==> src/rtl/note_judge.sv <==
// Rhythm-game judgement stage: four per-lane note FIFOs, a per-frame lane scan
// that grades the oldest note of each lane, and combo/score bookkeeping.

module note_lane_fifo #(
  parameter int DEPTH = 16
) (
  input  logic        clk,
  input  logic        reset_n,
  input  logic        push,
  input  logic        pop,
  input  logic [15:0] din,
  output logic [15:0] head,
  output logic        full,
  output logic        empty
);
  localparam int AW = $clog2(DEPTH);

  logic [15:0]   mem [DEPTH];
  logic [AW-1:0] wptr, rptr;
  logic [AW:0]   cnt;

  always_ff @(posedge clk) begin
    if (!reset_n) begin
      wptr <= '0;
      rptr <= '0;
      cnt  <= '0;
    end else begin
      if (push) wptr <= wptr + 1'b1;
      if (pop)  rptr <= rptr + 1'b1;
      case ({push, pop})
        2'b10:   cnt <= cnt + 1'b1;
        2'b01:   cnt <= cnt - 1'b1;
        default: ;
      endcase
    end
  end

  always_ff @(posedge clk)
    if (push) mem[wptr] <= din;

  assign head  = mem[rptr];
  // DEPTH is a power of two, so the count MSB alone means "full".
  assign full  = cnt[AW];
  assign empty = (cnt == '0);
endmodule

module note_judge #(
  parameter int DEPTH       = 16,
  parameter int PERFECT_WIN = 2,
  parameter int GREAT_WIN   = 5,
  parameter int PERFECT_PTS = 300,
  parameter int GREAT_PTS   = 100
) (
  input  logic        clk,
  input  logic        reset_n,
  input  logic        new_frame,
  input  logic [15:0] un_time,
  input  logic [3:0]  DFJK,
  input  logic        note_wr,
  input  logic [1:0]  note_lane,
  input  logic [15:0] note_time,
  output logic [3:0]  note_full,
  output logic [3:0]  lane_empty,
  output logic        overflow,
  output logic        busy,
  output logic        judge_valid,
  output logic [1:0]  judge_lane,
  output logic [1:0]  judge_kind,
  output logic [9:0]  combo,
  output logic [9:0]  max_combo,
  output logic [19:0] score
);
  localparam int NUM_LANES = 4;
  localparam logic signed [16:0] PW = 17'(PERFECT_WIN);
  localparam logic signed [16:0] GW = 17'(GREAT_WIN);
  localparam logic [20:0] PP = 21'(PERFECT_PTS);
  localparam logic [20:0] GP = 21'(GREAT_PTS);

  typedef enum logic [2:0] {IDLE, CAP, SCAN0, SCAN1, SCAN2, SCAN3} state_t;
  state_t state, state_nx;

  logic [15:0]                      t_cap;
  logic [3:0]                       press, prev_dfjk;
  logic [NUM_LANES-1:0][15:0]       head;
  logic [NUM_LANES-1:0]             push, pop;
  logic [1:0]                       lane, kind;
  logic                             scanning;
  logic signed [16:0]               d, ad;
  logic [20:0]                      add, sum;
  logic [19:0]                      score_nx;
  logic [9:0]                       combo_nx, max_nx;

  for (genvar i = 0; i < NUM_LANES; i++) begin : g_lane
    // A full lane still accepts a write when its head leaves in the same cycle.
    assign push[i] = note_wr && (note_lane == 2'(i)) && (!note_full[i] || pop[i]);
    assign pop[i]  = (kind != 2'd0) && (lane == 2'(i));
    note_lane_fifo #(.DEPTH(DEPTH)) u_fifo (
      .clk     (clk),
      .reset_n (reset_n),
      .push    (push[i]),
      .pop     (pop[i]),
      .din     (note_time),
      .head    (head[i]),
      .full    (note_full[i]),
      .empty   (lane_empty[i])
    );
  end

  always_comb begin
    state_nx = state;
    scanning = 1'b1;
    lane     = 2'd0;
    case (state)
      IDLE:    begin scanning = 1'b0; if (new_frame) state_nx = CAP; end
      CAP:     begin scanning = 1'b0; state_nx = SCAN0; end
      SCAN0:   begin lane = 2'd0; state_nx = SCAN1; end
      SCAN1:   begin lane = 2'd1; state_nx = SCAN2; end
      SCAN2:   begin lane = 2'd2; state_nx = SCAN3; end
      SCAN3:   begin lane = 2'd3; state_nx = IDLE;  end
      default: begin scanning = 1'b0; state_nx = IDLE; end
    endcase
  end

  // Grade the scanned lane: 0 = no action, 1 = perfect, 2 = great, 3 = miss.
  always_comb begin
    d    = $signed({1'b0, t_cap}) - $signed({1'b0, head[lane]});
    ad   = d[16] ? -d : d;
    kind = 2'd0;
    if (scanning && !lane_empty[lane]) begin
      if (d > GW)                        kind = 2'd3;
      else if (press[lane] && ad <= PW)  kind = 2'd1;
      else if (press[lane] && ad <= GW)  kind = 2'd2;
    end
  end

  always_comb begin
    add      = (kind == 2'd1) ? PP : (kind == 2'd2) ? GP : '0;
    sum      = {1'b0, score} + add;
    score_nx = sum[20] ? 20'hFFFFF : sum[19:0];
    if (kind == 2'd3)            combo_nx = '0;
    else if (combo == 10'h3FF)   combo_nx = combo;
    else                         combo_nx = combo + 1'b1;
    max_nx   = (combo_nx > max_combo) ? combo_nx : max_combo;
  end

  always_ff @(posedge clk) begin
    if (!reset_n) begin
      state       <= IDLE;
      t_cap       <= '0;
      press       <= '0;
      prev_dfjk   <= '0;
      overflow    <= 1'b0;
      judge_valid <= 1'b0;
      judge_lane  <= '0;
      judge_kind  <= '0;
      combo       <= '0;
      max_combo   <= '0;
      score       <= '0;
    end else begin
      state       <= state_nx;
      judge_valid <= (kind != 2'd0);
      if (state == CAP) begin
        t_cap     <= un_time;
        press     <= DFJK & ~prev_dfjk;
        prev_dfjk <= DFJK;
      end
      if (note_wr && note_full[note_lane] && !pop[note_lane]) overflow <= 1'b1;
      if (kind != 2'd0) begin
        judge_lane <= lane;
        judge_kind <= kind;
        score      <= score_nx;
        combo      <= combo_nx;
        max_combo  <= max_nx;
      end
    end
  end

  assign busy = (state != IDLE);
endmodule

==> config.mk <==
export PLATFORM = sky130hd
export DESIGN_NAME = note_judge
export DESIGN_NICKNAME = d
export VERILOG_FILES = /design/src/rtl/note_judge.sv
export SDC_FILE = /design/constraint.sdc
export NUM_CORES = 1
export LEC_CHECK = 0
export ABC_AREA = 1
export ABC_CLOCK_PERIOD_IN_PS = 7300
export BUFFER_PORTS_ARGS = -buffer_cell sky130_fd_sc_hd__buf_4
export CAP_MARGIN = 0
export CORE_ASPECT_RATIO = 0.8
export CORE_MARGIN = 2
export CORE_UTILIZATION = 57
export DETAILED_ROUTE_END_ITERATION = 7
export PLACE_DENSITY_LB_ADDON = 0.2
export SLEW_MARGIN = 20
export SYNTH_ARGS = -nofsm -noshare
export SYNTH_HDL_FRONTEND = slang
export SYNTH_SLANG_ARGS = --single-unit
==> constraint.sdc <==
create_clock -name clk -period 7.3 [get_ports clk]
set_clock_uncertainty 0.2 [all_clocks]
set_input_delay 0 -clock clk [delete_from_list [all_inputs] [get_ports clk]]
set_output_delay 0 -clock clk [all_outputs]
set_load 0.01 [all_outputs]
==> impl_metrics.ini <==
[layout]
stdcell_count = 5746
antenna_cells = 0
final_nets = 4656
fin_area_um2 = 58310
areaGrowthSynthToFinish_pct = 19.61
drive_above_1_share_pct = 15.35

[logic_synthesis]
synth_flop_cell = edfxtp_1
synthTopCellsByCount = 1024 x edfxtp_1, 717 x nor2_1, 619 x o21ai_0
synth_simple_gate_area_share_pct = 11.03
synth_xor_area_share_pct = 0.5030
netlist_area_um2 = 48750
netlist.top_cell.by_area = edfxtp_1
synthDistinctLibCells = 55
synth.ff_latch_count = 1164
synth_edf_count = 1024
synth_top_area_share_pct = 63.08
yosys_warnings = 0
postSynthAreaPerCell_um2 = 11.68
synthTopCellsByArea = edfxtp_1 63%, o21ai_0 6.4%, dfxtp_1 5.7%
ys_seq_area_share_pct = 68.82
synthMuxAreaShare_pct = 0
synth_top_family_by_area = compound AO/OA/AOI/OAI gates
syn_inst = 4175
synth_fp_nets = 4298
synth_fa_ha_area_share_pct = 2.171
synth_most_common_cell = edfxtp_1
synth_compound_area_share_pct = 13.63
async_flop_share_pct = 0

[setup_path]
path_max_fanout = 27
r2r_end = overflow$_SDFFE_PN0P_
cp.arrival_ns = 7.29
crit_required_ns = 7.66
critPathSlowestCell = dlygate4sd3_1
start_kind = flop
max_stage_delay_ns = 0.60
cpMostUsedCell = nor2_2
critical_path_class = flop to flop
reg2reg_slack_ns = 0.37
rr_worst_depth = 37
crit_family = buffers and inverters
crit_buf_inv = 9
end_kind = flop

[power_and_ir_drop]
ir_worst_vdd_v = 0.0002319
power.internal_mw = 10.93
power_frac_clock_pct = 39.6
p_seq_share_pct = 51.5
p_comb_share_pct = 8.8
leakagePower_nw = 20.62
switching_power_mw = 3.260
fin_total_pwr_mw = 14.19
power_density_nw_per_um2 = 243.3
switching_share_pct = 22.98

[hold_path]
hp-start = un_time[4]
hold_class = primary input to flop
min_path_cells = 4
whs_endpoint = t_cap[4]$_SDFFE_PN0P_

[sta]
tightest_slew_ns = 0.9555
final.min_clock_period_ns = 6.934
setup_viol = 0
maxSlewViolCount = 0
post-route-period-util_pct = 94.99
max_freq_ghz = 0.1442
hold_violations = 0
max_slew_margin_pct = 36.15

[die]
dieArea_um2 = 87900
die_w_um = 331.0
start_util_pct = 57.77
die_y_um = 265.6
coreArea_um2 = 84390
io-pin-count = 97
rows = 95

[global_routing]
grt_pass1_vias = 33600
grt_max_degree = 107
grt_pass1_wl_um = 201200
overflow = 0
grt_usage_pct = 30.33
antenna_found_initial = 2

[drt]
first_pass_iters = 6
drc = 0
wl_per_cell_um = 23.87
drtIter0Drc = 4710
drt-total-wl_um = 137200
via_per_inst = 6.150
vias = 35340
drtAntennaViolNets = 0

[clock_network]
cts_tree = yes
ctsRootBufferMaster = clkbuf_16
path_clk_slew_ns = 0.07
htree_levels = 3
cts.sinks = 1164
clock_path_buffers = 3
clock_insertion_delay_worst_skew_ns = 0.69
cts_buffers = 111

[place]
placed_area_um2 = 53120
portBuffers = 96
dp_hpwl_um = 78610
routabilityCongestion = 0.8998
placedCellCount = 5433

[outcome]
status = completed

[run]
cap_violations = 0
-- what timing repair did --
item	in CTS	in global routing
resized for setup	0	118
endpoints found under the hold margin	1158	0
setup buffers	0	8
hold buffers	78	0
endpoints found under the setup margin	0	746
-- sequential cells by signal (all words and copies together), names as in the netlist, named ones only --
| signal | cells |
|---|---|
| judge_kind | 2 |
| judge_lane | 2 |
| g_lane.u_fifo.rptr | 16 |
| t_cap | 16 |
| press | 4 |
| g_lane.u_fifo.mem | 1024 |
| g_lane.u_fifo.wptr | 16 |
| combo | 10 |
| state | 3 |
| prev_dfjk | 4 |
| judge_valid | 1 |
| g_lane.u_fifo.cnt | 20 |
| score | 19 |
| overflow | 1 |
| max_combo | 10 |
-- tightest hold or removal path: cells and delay by family --
kind,cells,cell delay (ns)
compound gates,1,0.13
simple gates,1,0.11
buf+inv,2,0.63
-- cell families (layout without fill, tap and decap cells) --
logic type,Yosys count,after routing
flip-flops,1164,1164
XOR/XNOR,28,28
AND/OR/NAND/NOR,1290,1290
buffers and inverters,486,942
adder cells (fa/ha/maj),81,81
AO/OA/AOI/OAI,1126,1126
-- power groups by stage --
| stage | Sequential, mW | Clock [mW] | Combinational, mW |
|---|---|---|---|
| CTS | 7.31 | 5.67 | 1.20 |
| global placement | 7.45 | 0 | 1.15 |
| floorplan | 7.45 | 0 | 0.619 |
| global route | 7.31 | 5.92 | 1.36 |
| detailed placement | 7.45 | 0 | 1.16 |
| finish | 7.31 | 5.62 | 1.25 |
-- metal layers --
layer | share of wire, % | wire length [µm] | global-route usage (%) | vias to the layer above
met5 | 0.013 | 18 | 0 | -
met4 | 3.3 | 4481 | 10.64 | 2
met3 | 11 | 15520 | 7.629 | 246
met2 | 45 | 61320 | 44.59 | 1944
met1 | 41 | 55830 | 44.16 | 17150
li1 | - | - | - | 15990
-- placed cells by master, fill, tap and decap left out, types with 17 or more instances in the layout --
cell type,instances
clkbuf_1,37
o22ai_1,107
ha_1,71
clkinv_1,32
a21oi_1,122
nand2_1,299
o221ai_1,141
buf_4,306
nand3_2,19
buf_12,79
nor3_1,21
o21ai_0,607
clkbuf_16,131
nand3_1,144
nor2_2,17
nor2_1,715
edfxtp_1,1024
nand2_2,29
nand4_1,20
dlygate4sd3_1,78
o211ai_1,36
dfxtp_1,129
inv_1,213
a31oi_1,27
-- stage by stage --
stage          util [%]  setup WS [ns]  hold WS, ns  setup TNS, ns
6_report          69.09         0.3657      0.03165              0
3_3_place_gp      62.94         0.2440      0.06084              0
2_1_floorplan         -         0.4050      -0.1011              0
4_1_cts           68.05        0.05810    0.0002567              0
3_5_place_dp      62.94         0.1425      0.06702              0
5_1_grt           69.09       -0.09922      0.04927        -0.3445
-- cell type report --
cell class	instances	area (µm²)
fillers	5910	26080
flip-flops and latches	1164	33580
well taps	1115	1395
clock inverters	53	417.9
repair buffers	492	5259
multi-input cells	2525	13600
clock buffers	158	3110
repair inverters	1	7.507
inverters	238	938.4
-- worst max path at each step --
stage	start	endpoint	slack, ns	cells after the start
floorplan	flop	g_lane[1].u_fifo.cnt[4]$_SDFFE_PN0P_	0.40	43
global placement	flop	g_lane[1].u_fifo.cnt[4]$_SDFFE_PN0P_	0.24	40
detailed placement	flop	g_lane[0].u_fifo.cnt[4]$_SDFFE_PN0P_	0.14	40
CTS	flop	g_lane[0].u_fifo.cnt[4]$_SDFFE_PN0P_	0.06	40
global route	flop	max_combo[7]$_SDFFE_PN0P_	-0.1	44
finish	flop	overflow$_SDFFE_PN0P_	0.37	37
No activity file was read; power rests on OpenSTA's default activity.
